$ cat src/rtl/im_loader.sv
// im_loader: assembles a UART byte stream (16-bit LE word count, then LE
// 32-bit words) into instruction-memory writes, then starts the processor
// and waits for it to report completion.
module im_loader #(
    parameter int IM_MEM_DEPTH = 512,
    parameter int DATA_WIDTH   = 32,
    localparam int AW          = $clog2(IM_MEM_DEPTH)
) (
    input  logic                  clk,
    input  logic                  rst,
    input  logic [7:0]            rx_data,
    input  logic                  rx_valid,
    output logic                  im_wr_en,
    output logic [AW-1:0]         im_wr_addr,
    output logic [DATA_WIDTH-1:0] im_wr_data,
    output logic                  startProcess,
    input  logic                  endProcess,
    output logic                  busy,
    output logic                  run_done,
    output logic                  error
);

    typedef enum logic [2:0] {
        S_IDLE, S_CNT_HI, S_LOAD, S_START, S_RUN, S_ERR
    } state_t;

    state_t                state_q, state_d;
    logic [7:0]            cnt_lo_q, cnt_lo_d;
    logic [AW:0]           n_q, n_d;          // AW+1 bits so N == depth fits
    logic [AW:0]           wcnt_q, wcnt_d;
    logic [1:0]            idx_q, idx_d;
    logic [DATA_WIDTH-9:0] asm_q, asm_d;      // first three bytes of a word
    logic                  wr_en_q, wr_en_d;
    logic [AW-1:0]         wr_addr_q, wr_addr_d;
    logic [DATA_WIDTH-1:0] wr_data_q, wr_data_d;
    logic                  start_q, start_d;
    logic                  done_q, done_d;
    logic                  busy_q, busy_d;
    logic                  error_q, error_d;
    logic [15:0]           n_full;

    // Next-state, header check, word assembly and write/handshake requests
    always_comb begin
        state_d   = state_q;
        cnt_lo_d  = cnt_lo_q;
        n_d       = n_q;
        wcnt_d    = wcnt_q;
        idx_d     = idx_q;
        asm_d     = asm_q;
        wr_en_d   = 1'b0;
        wr_addr_d = wr_addr_q;
        wr_data_d = wr_data_q;
        start_d   = 1'b0;
        done_d    = 1'b0;
        n_full    = {rx_data, cnt_lo_q};
        case (state_q)
            S_IDLE: begin
                if (rx_valid) begin
                    cnt_lo_d = rx_data;
                    state_d  = S_CNT_HI;
                end
            end
            S_CNT_HI: begin
                if (rx_valid) begin
                    if (n_full == 16'd0 || n_full > 16'(IM_MEM_DEPTH)) begin
                        state_d = S_ERR;
                    end else begin
                        n_d     = n_full[AW:0];
                        idx_d   = 2'd0;
                        wcnt_d  = '0;
                        state_d = S_LOAD;
                    end
                end
            end
            S_LOAD: begin
                if (rx_valid) begin
                    idx_d = idx_q + 2'd1;
                    // Right shift so the first byte ends up in the low lane
                    asm_d = {rx_data, asm_q[DATA_WIDTH-9:8]};
                    if (idx_q == 2'd3) begin
                        wr_en_d   = 1'b1;
                        wr_addr_d = wcnt_q[AW-1:0];
                        wr_data_d = {rx_data, asm_q};
                        wcnt_d    = wcnt_q + (AW+1)'(1);
                        if (wcnt_q == n_q - (AW+1)'(1))
                            state_d = S_START;
                    end
                end
            end
            S_START: begin
                start_d = 1'b1;
                state_d = S_RUN;
            end
            S_RUN: begin
                // endProcess in the same cycle as startProcess is stale
                if (endProcess && !start_q) begin
                    done_d  = 1'b1;
                    state_d = S_IDLE;
                end
            end
            S_ERR:   state_d = S_ERR;
            default: state_d = S_IDLE;
        endcase
        busy_d  = (state_d != S_IDLE) && (state_d != S_ERR);
        error_d = (state_d == S_ERR);
    end

    // FSM, counters, assembly register and status flags
    always_ff @(posedge clk or posedge rst) begin
        if (rst) begin
            state_q  <= S_IDLE;
            cnt_lo_q <= '0;
            n_q      <= '0;
            wcnt_q   <= '0;
            idx_q    <= '0;
            asm_q    <= '0;
            start_q  <= 1'b0;
            done_q   <= 1'b0;
            busy_q   <= 1'b0;
            error_q  <= 1'b0;
        end else begin
            state_q  <= state_d;
            cnt_lo_q <= cnt_lo_d;
            n_q      <= n_d;
            wcnt_q   <= wcnt_d;
            idx_q    <= idx_d;
            asm_q    <= asm_d;
            start_q  <= start_d;
            done_q   <= done_d;
            busy_q   <= busy_d;
            error_q  <= error_d;
        end
    end

    // IM write stage, decoupled from the FSM; address/data hold when idle
    always_ff @(posedge clk or posedge rst) begin
        if (rst) begin
            wr_en_q   <= 1'b0;
            wr_addr_q <= '0;
            wr_data_q <= '0;
        end else begin
            wr_en_q   <= wr_en_d;
            wr_addr_q <= wr_addr_d;
            wr_data_q <= wr_data_d;
        end
    end

    assign im_wr_en     = wr_en_q;
    assign im_wr_addr   = wr_addr_q;
    assign im_wr_data   = wr_data_q;
    assign startProcess = start_q;
    assign run_done     = done_q;
    assign busy         = busy_q;
    assign error        = error_q;

endmodule

$ cat config.mk
export PLATFORM = sky130hd
export DESIGN_NAME = im_loader
export DESIGN_NICKNAME = d
export VERILOG_FILES = /design/src/rtl/im_loader.sv
export SDC_FILE = /design/constraint.sdc
export NUM_CORES = 1
export LEC_CHECK = 0
export CAP_MARGIN = 10
export CORE_AREA = 5 5 96 98
export DETAILED_ROUTE_END_ITERATION = 6
export DIE_AREA = 0 0 101 103
export GPL_ROUTABILITY_DRIVEN = 0
export MAX_ROUTING_LAYER = met4
export PLACE_DENSITY = 0.77
export SETUP_SLACK_MARGIN = 0.02
export SLEW_MARGIN = 20
export SYNTH_ARGS = -nofsm -noshare
export SYNTH_HDL_FRONTEND = slang
export SYNTH_SLANG_ARGS = --single-unit
$ cat constraint.sdc
create_clock -name clk -period 4.4 [get_ports clk]
set_input_delay 0.88 -clock clk [delete_from_list [all_inputs] [get_ports clk]]
set_output_delay 0.88 -clock clk [all_outputs]
set_load 0.01 [all_outputs]
==> results_dict.tcl <==
set metrics [dict create \
    status "finished clean" \
    die_w_um 101 \
    grt_pass1_vias 2854 \
    maxCapViolations 0 \
    syn_nets 332 \
    yosysMostFrequentCell "dfrtp_1" \
    area_growth_pct 21.6 \
    synthDistinctLibCells 41 \
    die_y_um 103 \
    leakage_uw 0.00249 \
    finalPower_uw 1740 \
    synth_top_area_share_pct 59.7 \
    synthArstFlopShare_pct 100 \
    seq_area_frac_synth_pct 59.7 \
    drt_pre_antenna_iters 4 \
    vias 2669 \
    grtUsageMet1_pct 23.1 \
    crit_required_ns 4.67 \
    met3_usage_pct 3.79 \
    yosys_warnings 0 \
    cts-hold-fix-buffers 0 \
    clk_latency_ns 0.37 \
    drive_gt1_share_pct 29.2 \
    slew_headroom_pct 38.5 \
    ys_ff_latch 103 \
    synth.area.top_cells "dfrtp_1 (60%), mux2_2 (21%), xor2_1 (2.6%), nor2_1 (1.3%), xnor2_1 (1.2%)" \
    worst_setup_path_start_kind "input port" \
    crit_chain "clkdlybuf4s50_1 > nor3_1 > nand4_1 > a2111oi_4 > o21a_1 > nor2_1 > mux2i_1" \
    wl_um 8250 \
    drc 0 \
    met2_usage_pct 27.3 \
    netlist_area_mm2 0.00432 \
    hold_viol 0 \
    crit_path_max_fanout 14 \
    grt_max_degree 63 \
    crit_path_end_kind "register" \
    power_frac_comb_pct 4.4 \
    grt_overflow 0 \
    switching_share_pct 23.2 \
    pwr-share-seq_pct 56.7 \
    critPathSlowestCell "a2111oi_4" \
    cp.arrival_ns 3.25 \
    setup_viol 0 \
    max_clock_freq_mhz 336 \
    antenna_found_initial 0 \
    cts_resized 0 \
    hold_path.class "register to register" \
    power_switching_uw 404 \
    core-area_mm2 0.00838 \
    yosysTopAreaCell "dfrtp_1" \
    vias_per_cell 5.42 \
    fin_crit_ns 2.98 \
    ant_nets 0 \
    io_pins 58 \
    final_nets 394 \
    cts_setup_buffers 0 \
    clkPwrFrac_pct 38.9 \
    syn_area_per_cell_um2 13.6 \
    die_area_mm2 0.0104 \
    setup_tns_ns 0 \
    worstSetupPathType "input port to register" \
    final-max-slew-violation-count 0 \
    synth_ff_type "dfrtp_1" \
    clockRootBuffer "clkbuf_8" \
    grt_pass1_wl_um 13900 \
    grt_busiest_layer "met2" \
    dpl.hpwl_um 5820 \
    wl_per_cell_um 16.8 \
    power.internal_uw 1340 \
    start_util_pct 51.5 \
    syn-instance-count 317 \
    skew_ns 0.0101 \
    dr.first_iter.drc_count 103 \
    max_stage_delay_ns 0.92 \
    rows 34 \
    clkSlewWorstSetupHoldPaths_ns 0.10 \
    cts_tree "built" \
    hold_slack_ns 0.512 \
    synth_edf_count 0 \
    synth_common_cells "dfrtp_1 (103), mux2_2 (82), nor2_1 (15)" \
    timing.final.crit_share_pct 67.7 \
    peakVddDrop_uv 179 \
    tightest_slew_ns 0.923 \
    cp.buffers_inverters 1 \
    crit_family "compound AO/OA/AOI/OAI gates" \
    ctsHtreeMaxLevel 3 \
    io_buffers 57 \
    cts_buffers 9 \
    track_usage_pct 17.6 \
    antennaDiodeCount 0 \
    powerDensity_mw_per_mm2 331 \
    rsz0062_at_grt "no" \
    cts.sinks 103 \
    cts_buffer_depth 2 \
]
## power by group through the flow
stage	sequential [uW]	clock, uW	combinational [uW]
3_5_place_dp	1000	0	79.3
4_1_cts	986	689	79.5
2_1_floorplan	998	0	47.4
6_report	986	677	77.1
5_1_grt	990	732	87.8
3_3_place_gp	1000	0	77.2
## flip-flops by register name, indices dropped and copies added, names as in the netlist
register      flops
busy              1
wcnt_q           10
cnt_lo_q          8
run_done          1
im_wr_data       32
im_wr_addr        9
error             1
idx_q             2
im_wr_en          1
state_q           3
startProcess      1
asm_q            24
n_q              10
## layout by cell type (no fill, tap or decap), types with 3 or more instances in the layout
| cell | synthesis | routed |
|---|---|---|
| nor3_1 | 5 | 5 |
| nand2_1 | 12 | 12 |
| mux2_2 | 82 | 82 |
| buf_4 | 1 | 7 |
| ha_1 | 3 | 3 |
| xor2_1 | 13 | 13 |
| nor2_1 | 15 | 15 |
| a21oi_1 | 5 | 5 |
| inv_1 | 8 | 7 |
| nor4_1 | 3 | 3 |
| nand3_1 | 3 | 3 |
| and3_1 | 4 | 3 |
| nand4_1 | 7 | 7 |
| xnor2_1 | 6 | 6 |
| clkdlybuf4s50_1 | 0 | 57 |
| clkbuf_8 | 0 | 9 |
| dfrtp_1 | 103 | 103 |
| a31oi_1 | 3 | 3 |
| inv_8 | 0 | 3 |
| o21ai_0 | 8 | 8 |
## path summary, 6_finish.rpt
| check | startpoint | to | slack [ns] | cells past startpoint |
|---|---|---|---|---|
| max in group asynchronous | rst | n_q[1]$_DFFE_PP0P_ | 2.62 | 3 |
| worst min register to register | im_wr_data[18]$_DFFE_PP0P_ | im_wr_data[18]$_DFFE_PP0P_ | 0.51 | 1 |
| worst max register to register | n_q[0]$_DFFE_PP0P_ | busy$_DFF_PP0_ | 1.92 | 8 |
| worst max-delay path | rx_data[0] | busy$_DFF_PP0_ | 1.42 | 7 |
| worst min-delay path | im_wr_data[18]$_DFFE_PP0P_ | im_wr_data[18]$_DFFE_PP0P_ | 0.51 | 1 |
| min in group asynchronous | rst | im_wr_addr[7]$_DFFE_PP0P_ | 1.00 | 2 |
## layer usage
layer  vias up  routed length (um)
met5         -                   0
li1       1242                   -
met2        60                3980
met1      1350                3760
met3        17                 326
met4         0                 182
## per-stage QoR
step / setup WS (ns) / instances / cell area, um2 / utilization [%]
global route: 1.25 / 492 / 5250 / 62.7
CTS: 1.44 / 492 / 5250 / 62.7
global placement: 1.14 / 476 / 5020 / 59.9
detailed placement: 1.06 / 476 / 5020 / 59.9
finish: 1.42 / 492 / 5250 / 62.7
floorplan: 0.816 / 317 / 4320 / -
## area by class of cell
type / instances / area (um2)
inverter: 8 / 32.5
tap: 108 / 135
clock buffer: 9 / 124
fill: 630 / 3130
multi-input combinational: 193 / 1650
sequential: 103 / 2580
timing repair buffer: 64 / 623
clock inverter: 7 / 110
## logic make-up (layout without fill, tap and decap cells)
kind of cell	count (synthesis)	after routing	share of synthesized area, %
AOI/OAI and AO/OA	25	25	4.08
xor gates and xnor gates	19	19	3.85
adders and majority gates	3	3	0.869
buffers and inverters	21	88	2.11
DFF	103	103	59.7
muxes	83	83	21.6
and+or+nand+nor	63	63	7.79
No activity file was read; power rests on OpenSTA's default activity.
